**src/rtl/alu_pipe.sv**
```systemverilog
// alu_pipe -- two-stage pipelined Hack ALU, parametrised by WIDTH.
//
// Purpose:
//   Computes the Hack zx/nx/zy/ny/f/no function on WIDTH-bit operands.
//   Stage 1 registers the preset operands (x2, y2) and the f/no bits.
//   Stage 2 registers the result and its zr/ng flags. Both ends use
//   valid/ready handshakes with full backpressure. With no stall the
//   latency is 2 cycles and the throughput is 1 result per cycle.
//
// Build option:
//   ALU_CARRY_EN - adds the carry/ovf outputs. These flags describe the
//                  x2+y2 sum before the no inversion, and both are 0 when f=0.
//
// Ports:
//   clock      in   1      rising-edge clock
//   reset      in   1      synchronous, active-high
//   in_valid   in   1      request present on x/y/ctrl
//   in_ready   out  1      request accepted this cycle (combinational)
//   x, y       in   WIDTH  operands
//   ctrl       in   6      {zx,nx,zy,ny,f,no}
//   out_valid  out  1      result present on out/zr/ng
//   out_ready  in   1      consumer takes the result this cycle
//   out        out  WIDTH  result
//   zr         out  1      out == 0
//   ng         out  1      out[WIDTH-1]
//   carry      out  1      (ALU_CARRY_EN) unsigned carry of x2+y2
//   ovf        out  1      (ALU_CARRY_EN) signed overflow of x2+y2

module alu_pipe #(
    parameter int WIDTH = 16
) (
    input  logic             clock,
    input  logic             reset,
    input  logic             in_valid,
    output logic             in_ready,
    input  logic [WIDTH-1:0] x,
    input  logic [WIDTH-1:0] y,
    input  logic [5:0]       ctrl,
    output logic             out_valid,
    input  logic             out_ready,
    output logic [WIDTH-1:0] out,
    output logic             zr,
    output logic             ng
`ifdef ALU_CARRY_EN
    ,
    output logic             carry,
    output logic             ovf
`endif
);

    logic             s1_v;
    logic [WIDTH-1:0] s1_x;
    logic [WIDTH-1:0] s1_y;
    logic             s1_f;
    logic             s1_no;
    logic             s2_v;

    logic             accept;
    logic             s2_adv;

    logic [WIDTH-1:0] x_z;
    logic [WIDTH-1:0] y_z;
    logic [WIDTH-1:0] x2;
    logic [WIDTH-1:0] y2;

    logic [WIDTH-1:0] sum;
    logic [WIDTH-1:0] o;
    logic [WIDTH-1:0] res;

    // Handshake control.
    assign s2_adv    = s1_v && (!s2_v || out_ready);
    assign in_ready  = !reset && (!s1_v || s2_adv);
    assign accept    = in_valid && in_ready;
    assign out_valid = s2_v;

    // Operand presets, formed from the live inputs and captured only on accept.
    always_comb begin
        x_z = ctrl[5] ? '0 : x;
        x2  = ctrl[4] ? ~x_z : x_z;
        y_z = ctrl[3] ? '0 : y;
        y2  = ctrl[2] ? ~y_z : y_z;
    end

`ifdef ALU_CARRY_EN
    // The adder is widened by one bit so the carry out can be kept.
    logic [WIDTH:0] sum_ext;
    logic           carry_c;
    logic           ovf_c;

    always_comb begin
        sum_ext = {1'b0, s1_x} + {1'b0, s1_y};
        sum     = sum_ext[WIDTH-1:0];
        carry_c = s1_f & sum_ext[WIDTH];
        // Signed overflow: the operands agree in sign and the sum does not.
        ovf_c   = s1_f & (s1_x[WIDTH-1] == s1_y[WIDTH-1])
                       & (sum_ext[WIDTH-1] != s1_x[WIDTH-1]);
    end
`else
    assign sum = s1_x + s1_y;
`endif

    always_comb begin
        o   = s1_f ? sum : (s1_x & s1_y);
        res = s1_no ? ~o : o;
    end

    // Stage 1
    always_ff @(posedge clock) begin
        if (reset) begin
            s1_v  <= 1'b0;
            s1_x  <= '0;
            s1_y  <= '0;
            s1_f  <= 1'b0;
            s1_no <= 1'b0;
        end else if (accept) begin
            s1_v  <= 1'b1;
            s1_x  <= x2;
            s1_y  <= y2;
            s1_f  <= ctrl[1];
            s1_no <= ctrl[0];
        end else if (s2_adv) begin
            s1_v  <= 1'b0;
        end
    end

    // Stage 2: data registers change only when stage 1 moves in, so the
    // outputs stay bit-stable through a stall.
    always_ff @(posedge clock) begin
        if (reset) begin
            s2_v <= 1'b0;
            out  <= '0;
            zr   <= 1'b0;
            ng   <= 1'b0;
        end else if (s2_adv) begin
            s2_v <= 1'b1;
            out  <= res;
            zr   <= ~|res;
            ng   <= res[WIDTH-1];
        end else if (out_ready) begin
            s2_v <= 1'b0;
        end
    end

`ifdef ALU_CARRY_EN
    always_ff @(posedge clock) begin
        if (reset) begin
            carry <= 1'b0;
            ovf   <= 1'b0;
        end else if (s2_adv) begin
            carry <= carry_c;
            ovf   <= ovf_c;
        end
    end
`endif

endmodule
```
**config.mk**
```make
export PLATFORM = sky130hd
export DESIGN_NAME = alu_pipe
export DESIGN_NICKNAME = d
export VERILOG_FILES = /design/src/rtl/alu_pipe.sv
export SDC_FILE = /design/constraint.sdc
export NUM_CORES = 1
export LEC_CHECK = 0
export ABC_AREA = 1
export CELL_PAD_IN_SITES_DETAIL_PLACEMENT = 0
export CELL_PAD_IN_SITES_GLOBAL_PLACEMENT = 2
export CORE_UTILIZATION = 29
export CTS_BUF_LIST = sky130_fd_sc_hd__clkbuf_16
export CTS_CLUSTER_SIZE = 25
export DETAILED_ROUTE_END_ITERATION = 8
export GPL_TIMING_DRIVEN = 0
export PLACE_DENSITY_LB_ADDON = 0.1
export SYNTH_ARGS = -nofsm -noshare
export SYNTH_HDL_FRONTEND = slang
export SYNTH_SLANG_ARGS = --single-unit
export TNS_END_PERCENT = 20
```
**constraint.sdc**
```tcl
create_clock -name clock -period 2.2 [get_ports clock]
set_input_delay 0.22 -clock clock [delete_from_list [all_inputs] [get_ports clock]]
set_output_delay 0.22 -clock clock [all_outputs]
set_load 0.1 [all_outputs]
```
==> results of run 1 <==
## logic make-up after synthesis
family | after synthesis | share of synthesized area, %
AOI/OAI and AO/OA | 71 | 10.3
xor gates and xnor gates | 33 | 7.43
adders and majority gates | 17 | 5.66
buffers and inverters | 104 | 10.8
DFF | 53 | 27.3
and+or+nand+nor | 350 | 38.5
## synth_stat cells (3+ instances only)
master	number
a21oi_1	39
a21oi_2	3
buf_1	4
buf_2	9
clkbuf_1	14
dfxtp_1	53
ha_1	16
inv_1	70
nand2_1	201
nand2_2	8
nand3_1	73
nand3_2	4
nand4_1	3
nor2_1	50
nor2_2	3
o211ai_1	14
o21ai_0	14
xor2_1	33
## critical path, cell delays in order, from the launching register on
cell and delay [ns]:
dfxtp_2 0.34, ha_4 0.17, fa_2 0.34, nand3_1 0.13, nand2_2 0.09, nand2_2 0.09, nand2_1 0.07, nand2_1 0.06
nand3_1 0.07, nand3_1 0.07, nand2_1 0.11, nor2_1 0.13, nand3_1 0.09, nor2_1 0.11, nand3_1 0.11, a21oi_2 0.12
## final cells by class
type                       count  area, um2  share of cell area, %
multi-input combinational    471       2450                   50.3
sequential                    53       1060                   21.8
timing repair buffer          59        589                   12.1
inverter                      74        278                   5.69
tap                          172        215                   4.41
buffer                        30        141                   2.90
clock buffer                   5        125                   2.56
clock inverter                 3       15.0                  0.308
## through the flow
stage | std cells | total power, mW | TNS (ns) | util, % | cell area, um2
after floorplan | 628 | 1.97 | 0 | - | 3890
after global placement | 859 | 2.30 | -0.284 | 36.6 | 4690
after detailed placement | 859 | 2.31 | -0.282 | 36.6 | 4690
after CTS | 867 | 3.10 | -0.0941 | 37.7 | 4830
after global routing | 867 | 3.30 | -0.359 | 38.1 | 4880
final | 867 | 3.09 | 0 | 38.1 | 4880
## registers in the layout, indices dropped and copies added, names as in the netlist
register	count
s1_y	16
s1_no	1
zr	1
out	16
s1_x	16
s1_f	1
s1_v	1
out_valid	1
## timing repair
item	CTS	global route
hold endpoints to repair	0	0
buffers inserted	0	0
setup endpoints to repair	2	5
resized for setup	2	15
pin swaps	0	4
## how the worst min path moves through the flow
stage                         from  endpoint  slack [ns]
after detailed placement   s1_x[0]   s1_x[0]        0.46
after floorplan           in_valid      s1_v        0.37
after global placement    s1_x[10]  s1_x[10]        0.46
final                        reset        zr        0.18
after global routing         reset        zr        0.19
after CTS                    reset        zr        0.18
## per-layer routing
| layer | up-vias | GRT usage [%] |
|---|---|---|
| met3 | 7 | 3.10 |
| li1 | 2116 | - |
| met4 | 0 | 4.09 |
| met2 | 59 | 28.2 |
| met5 | - | 0 |
| met1 | 1657 | 21.8 |
## report_power, final
| group | total, mW | internal (mW) | switching, mW |
|---|---|---|---|
| Clock | 0.788 | 0.415 | 0.373 |
| Sequential | 1.11 | 1.05 | 0.0594 |
| Combinational | 1.19 | 0.411 | 0.777 |
==> flow_summary.ini, run 1 <==
[outcome]
status = finished clean

[sta]
post-route-min-period_ns = 2.16
hold_slack_ns = 0.181
fmax_mhz = 462
setup_slack_ns = 0.0358
slew_headroom_pct = 35.5
fin_crit_sh_pct = 98.4
setup_viol = 0
worst_pin_slew_ns = 0.964
hold_viol = 0
fin_worst_skew_ns = 0.00373
drv_slew = 0
rsz0062_at_grt = true

[grt]
grt_max_degree = 16
grt_pass1_vias = 3611
antenna_found_initial = 0
overflow = 0
grt_pass1_wl_mm = 18.3
grtUsageTotal_pct = 16.7

[floorplan]
initial_core_util_pct = 30.3
rows = 41
coreArea_um2 = 12800
dieArea_um2 = 13900
boundaryPins = 62
die_w_um = 118
die_h_um = 118

[clocking]
cts_root_buf = clkbuf_16
htreeDepth = 2
postCtsHoldBufs = 0
cts_tree = built
cts_buffer_depth = 2
cts_sinks = 53
clkLatencyLatePin_ns = 0.30
clk_pin_slew_worst_paths_ns = 0.07
cts_made_buffers = 5

[drt]
drc = 0
avgViaCountPerCell = 4.43
highest_layer = met4
wl_met2_mm = 5.17
m1WireLength_mm = 5.57
ant_nets = 0
routedWlPerCell_um = 12.8
num_vias = 3839
wl_met3_um = 287
dr.pass1.iters = 4
dr.first_iter.drc_count = 151
drt_wl_total_mm = 11.1

[critical_path]
reg2reg_slack_ns = 0.04
critPathMaxFanout = 4
cp-end-kind = flop
critPathCapture = zr
crit_arrival_ns = 2.41
cp_data_required_time_ns = 2.44
r2r-end = zr
path_class = flop to flop
crit_path_start_kind = flop
ff2ff_path_depth = 15
r2r-start = s1_y[0]
cp-startpoint = s1_y[0]

[placement]
dpl.hpwl_mm = 9.35
dp_slack_ns = -0.149
port_buffers = 59
gp_congestion = 0.801

[pwr]
ir_drop_uv = 330
p_leak_nw = 2.35
power_density_nw_per_um2 = 632

[logic_synthesis]
yosysWarnings = 0
ys_top_cells_by_area = dfxtp_1 27%, nand2_1 19%, nand3_1 9.4%, xor2_1 7.4%, inv_1 6.8%
ys_seq_area_share_pct = 27.3
syn-num-nets = 687
ys_ff_latch = 53
synth_ff_type = dfxtp_1
syn_avg_cell_area_um2 = 6.19
synth_cell_types = 29
async_flop_share_pct = 0
syn_area_um2 = 3890
yosys.area.top_type_share_pct = 27.3
synth_cells = 628
synth-edff-count = 0
yosysTopAreaCell = dfxtp_1

[layout]
final_cell_mix = 197 x nand2_1, 72 x inv_1, 72 x nand3_1
drive_gt1_share_pct = 8.20
num_antenna_cells = 0
syn_to_final_growth_pct = 25.6
num-nets-final = 753
layout_commonest_cell = nand2_1
fillerInstances = 1455

[worst_hold_path]
holdPathStages = 2
hp-class = primary input to flop

[flow_run]
maxCapViolations = 0
No activity file was read; power rests on OpenSTA's default activity.
==> run 2, diff against run 1 <==
--- a/config.mk
+++ b/config.mk
@@ -12,7 +12,6 @@
 export CTS_BUF_LIST = sky130_fd_sc_hd__clkbuf_16
 export CTS_CLUSTER_SIZE = 25
 export DETAILED_ROUTE_END_ITERATION = 8
-export GPL_TIMING_DRIVEN = 0
 export PLACE_DENSITY_LB_ADDON = 0.1
 export SYNTH_ARGS = -nofsm -noshare
 export SYNTH_HDL_FRONTEND = slang
==> flow_summary.ini, run 2 (synthesis gave the netlist of run 1 again) <==
[placement]
gp_congestion = 0.812
dpl.hpwl_mm = 8.47
placed_area_um2 = 4660
dp.cells = 846
port_buffers = 61

[drt]
drt_wl_total_mm = 10.7
dr.pass1.iters = 6
routedWlPerCell_um = 12.5
drc = 0
num_vias = 3802
avgViaCountPerCell = 4.44
dr.first_iter.drc_count = 153
ant_nets = 0

[grt]
grtUsageTotal_pct = 16.0
antenna_found_initial = 0
grt_pass1_wl_mm = 17.7
grt_pass1_vias = 3610
grt_max_degree = 64
overflow = 0

[sta]
tns_ns = 0
hold_viol = 0
setup_viol = 0
fin_crit_sh_pct = 95.0
fmax_mhz = 478
slew_headroom_pct = 59.7
rsz0062_at_grt = true
fin_worst_skew_ns = 0.00656
post-route-min-period_ns = 2.09
worst_pin_slew_ns = 0.604
drv_slew = 0

[floorplan]
die_h_um = 118
boundaryPins = 62
die_w_um = 118
rows = 41
coreArea_um2 = 12800
dieArea_um2 = 13900
initial_core_util_pct = 30.3

[critical_path]
critPathMaxFanout = 3
reg2reg_slack_ns = 0.11
path_class = flop to flop
r2r-end = zr
crit_arrival_ns = 2.33
cp-end-kind = flop
crit_path_start_kind = flop
cp_data_required_time_ns = 2.44
ff2ff_path_depth = 14
r2r-start = s1_y[0]

[pwr]
ir_drop_uv = 286
power_density_nw_per_um2 = 638
finalPower_mw = 3.15
p_leak_nw = 2.41

[clocking]
cts_tree = built
cts_root_buf = clkbuf_16
clk_pin_slew_worst_paths_ns = 0.07
cts_sinks = 53
htreeDepth = 2
cts_made_buffers = 5
clkLatencyLatePin_ns = 0.30
cts_buffer_depth = 2

[layout]
top_regs = out (16), s1_x (16), s1_y (16)
instances_no_fill = 856
num-nets-final = 742
final_cell_mix = 195 x nand2_1, 71 x nand3_1, 69 x inv_1
layout_commonest_cell = nand2_1
design_area_um2 = 4950
num_antenna_cells = 0
drive_gt1_share_pct = 14.5
syn_to_final_growth_pct = 27.3

[worst_hold_path]
holdCritStartpoint = s1_y[11]
hold_path_end = s1_y[11]
holdPathStages = 2
hp-class = flop to flop

[outcome]
status = finished clean

[flow_run]
maxCapViolations = 0
## run 2: cell types whose count changed in the layout (fill, tap and decap cells not counted), moves of 3 or more
cell             previous run  this run
buf_1                       4         0
dfxtp_2                     2         6
clkbuf_1                   14         0
ha_4                        1         5
buf_2                       9         0
ha_1                       12         6
clkdlybuf4s50_1            58        41
dfxtp_1                    51        47
inv_1                      72        69
buf_4                       2        35
## run 2: worst max path at each step
stage               depth (start not counted)  startpoint       to  slack, ns
floorplan                                   9   out_valid  s1_x[0]       0.08
global placement                           15     s1_x[2]  out[15]       0.05
detailed placement                         15     s1_x[0]       zr      0.008
CTS                                        15     s1_x[0]       zr       0.01
global route                               14     s1_y[0]       zr      -0.11
finish                                     14     s1_y[0]       zr       0.11
## run 2: critical path, cell delays in order (launching register included)
cell	delay (ns)
dfxtp_2	0.34
ha_4	0.17
fa_2	0.39
or2_0	0.23
nand3_1	0.08
o21ai_1	0.07
nand2_1	0.08
nand2_2	0.07
nor2_2	0.08
nand3_1	0.08
nor2_1	0.09
nand3_1	0.07
nor2_1	0.10
nand3_1	0.08
a21oi_2	0.11
## run 2: final cells by class
type | count | area (um2)
clock buffer | 5 | 125
clock inverter | 3 | 21.3
fill | 1445 | 7880
inverter | 74 | 278
multi-input combinational | 471 | 2530
sequential | 53 | 1070
tap | 172 | 215
timing repair buffer | 78 | 713
## run 2: what timing repair did
item,CTS,global route
buffers inserted,0,2
gates resized for setup,1,32
pin swaps,0,5
hold buffers,0,0
setup endpoints to repair,1,3
## run 2: per-stage QoR
stage | hold WS [ns] | utilization, % | setup WS (ns)
6_report | 0.469 | 38.6 | 0.110
5_1_grt | 0.487 | 38.6 | -0.106
4_1_cts | 0.474 | 37.5 | 0.0111
3_5_place_dp | 0.460 | 36.4 | 0.00828
3_3_place_gp | 0.460 | 36.4 | 0.0499
2_1_floorplan | 0.375 | - | 0.0802
## run 2: power breakdown
group          internal [mW]  switching (mW)
registers               1.05          0.0665
logic                  0.449           0.775
clock network          0.425           0.386
## run 2: per-layer routing
layer  global-route usage [%]  vias to the layer above  routed length, um
li1                         -                     2091                  -
met1                     21.4                     1633               5460
met2                     25.8                       72               4800
met3                     3.63                        6                352
met4                     3.69                        0                 87
met5                        0                        -                  0
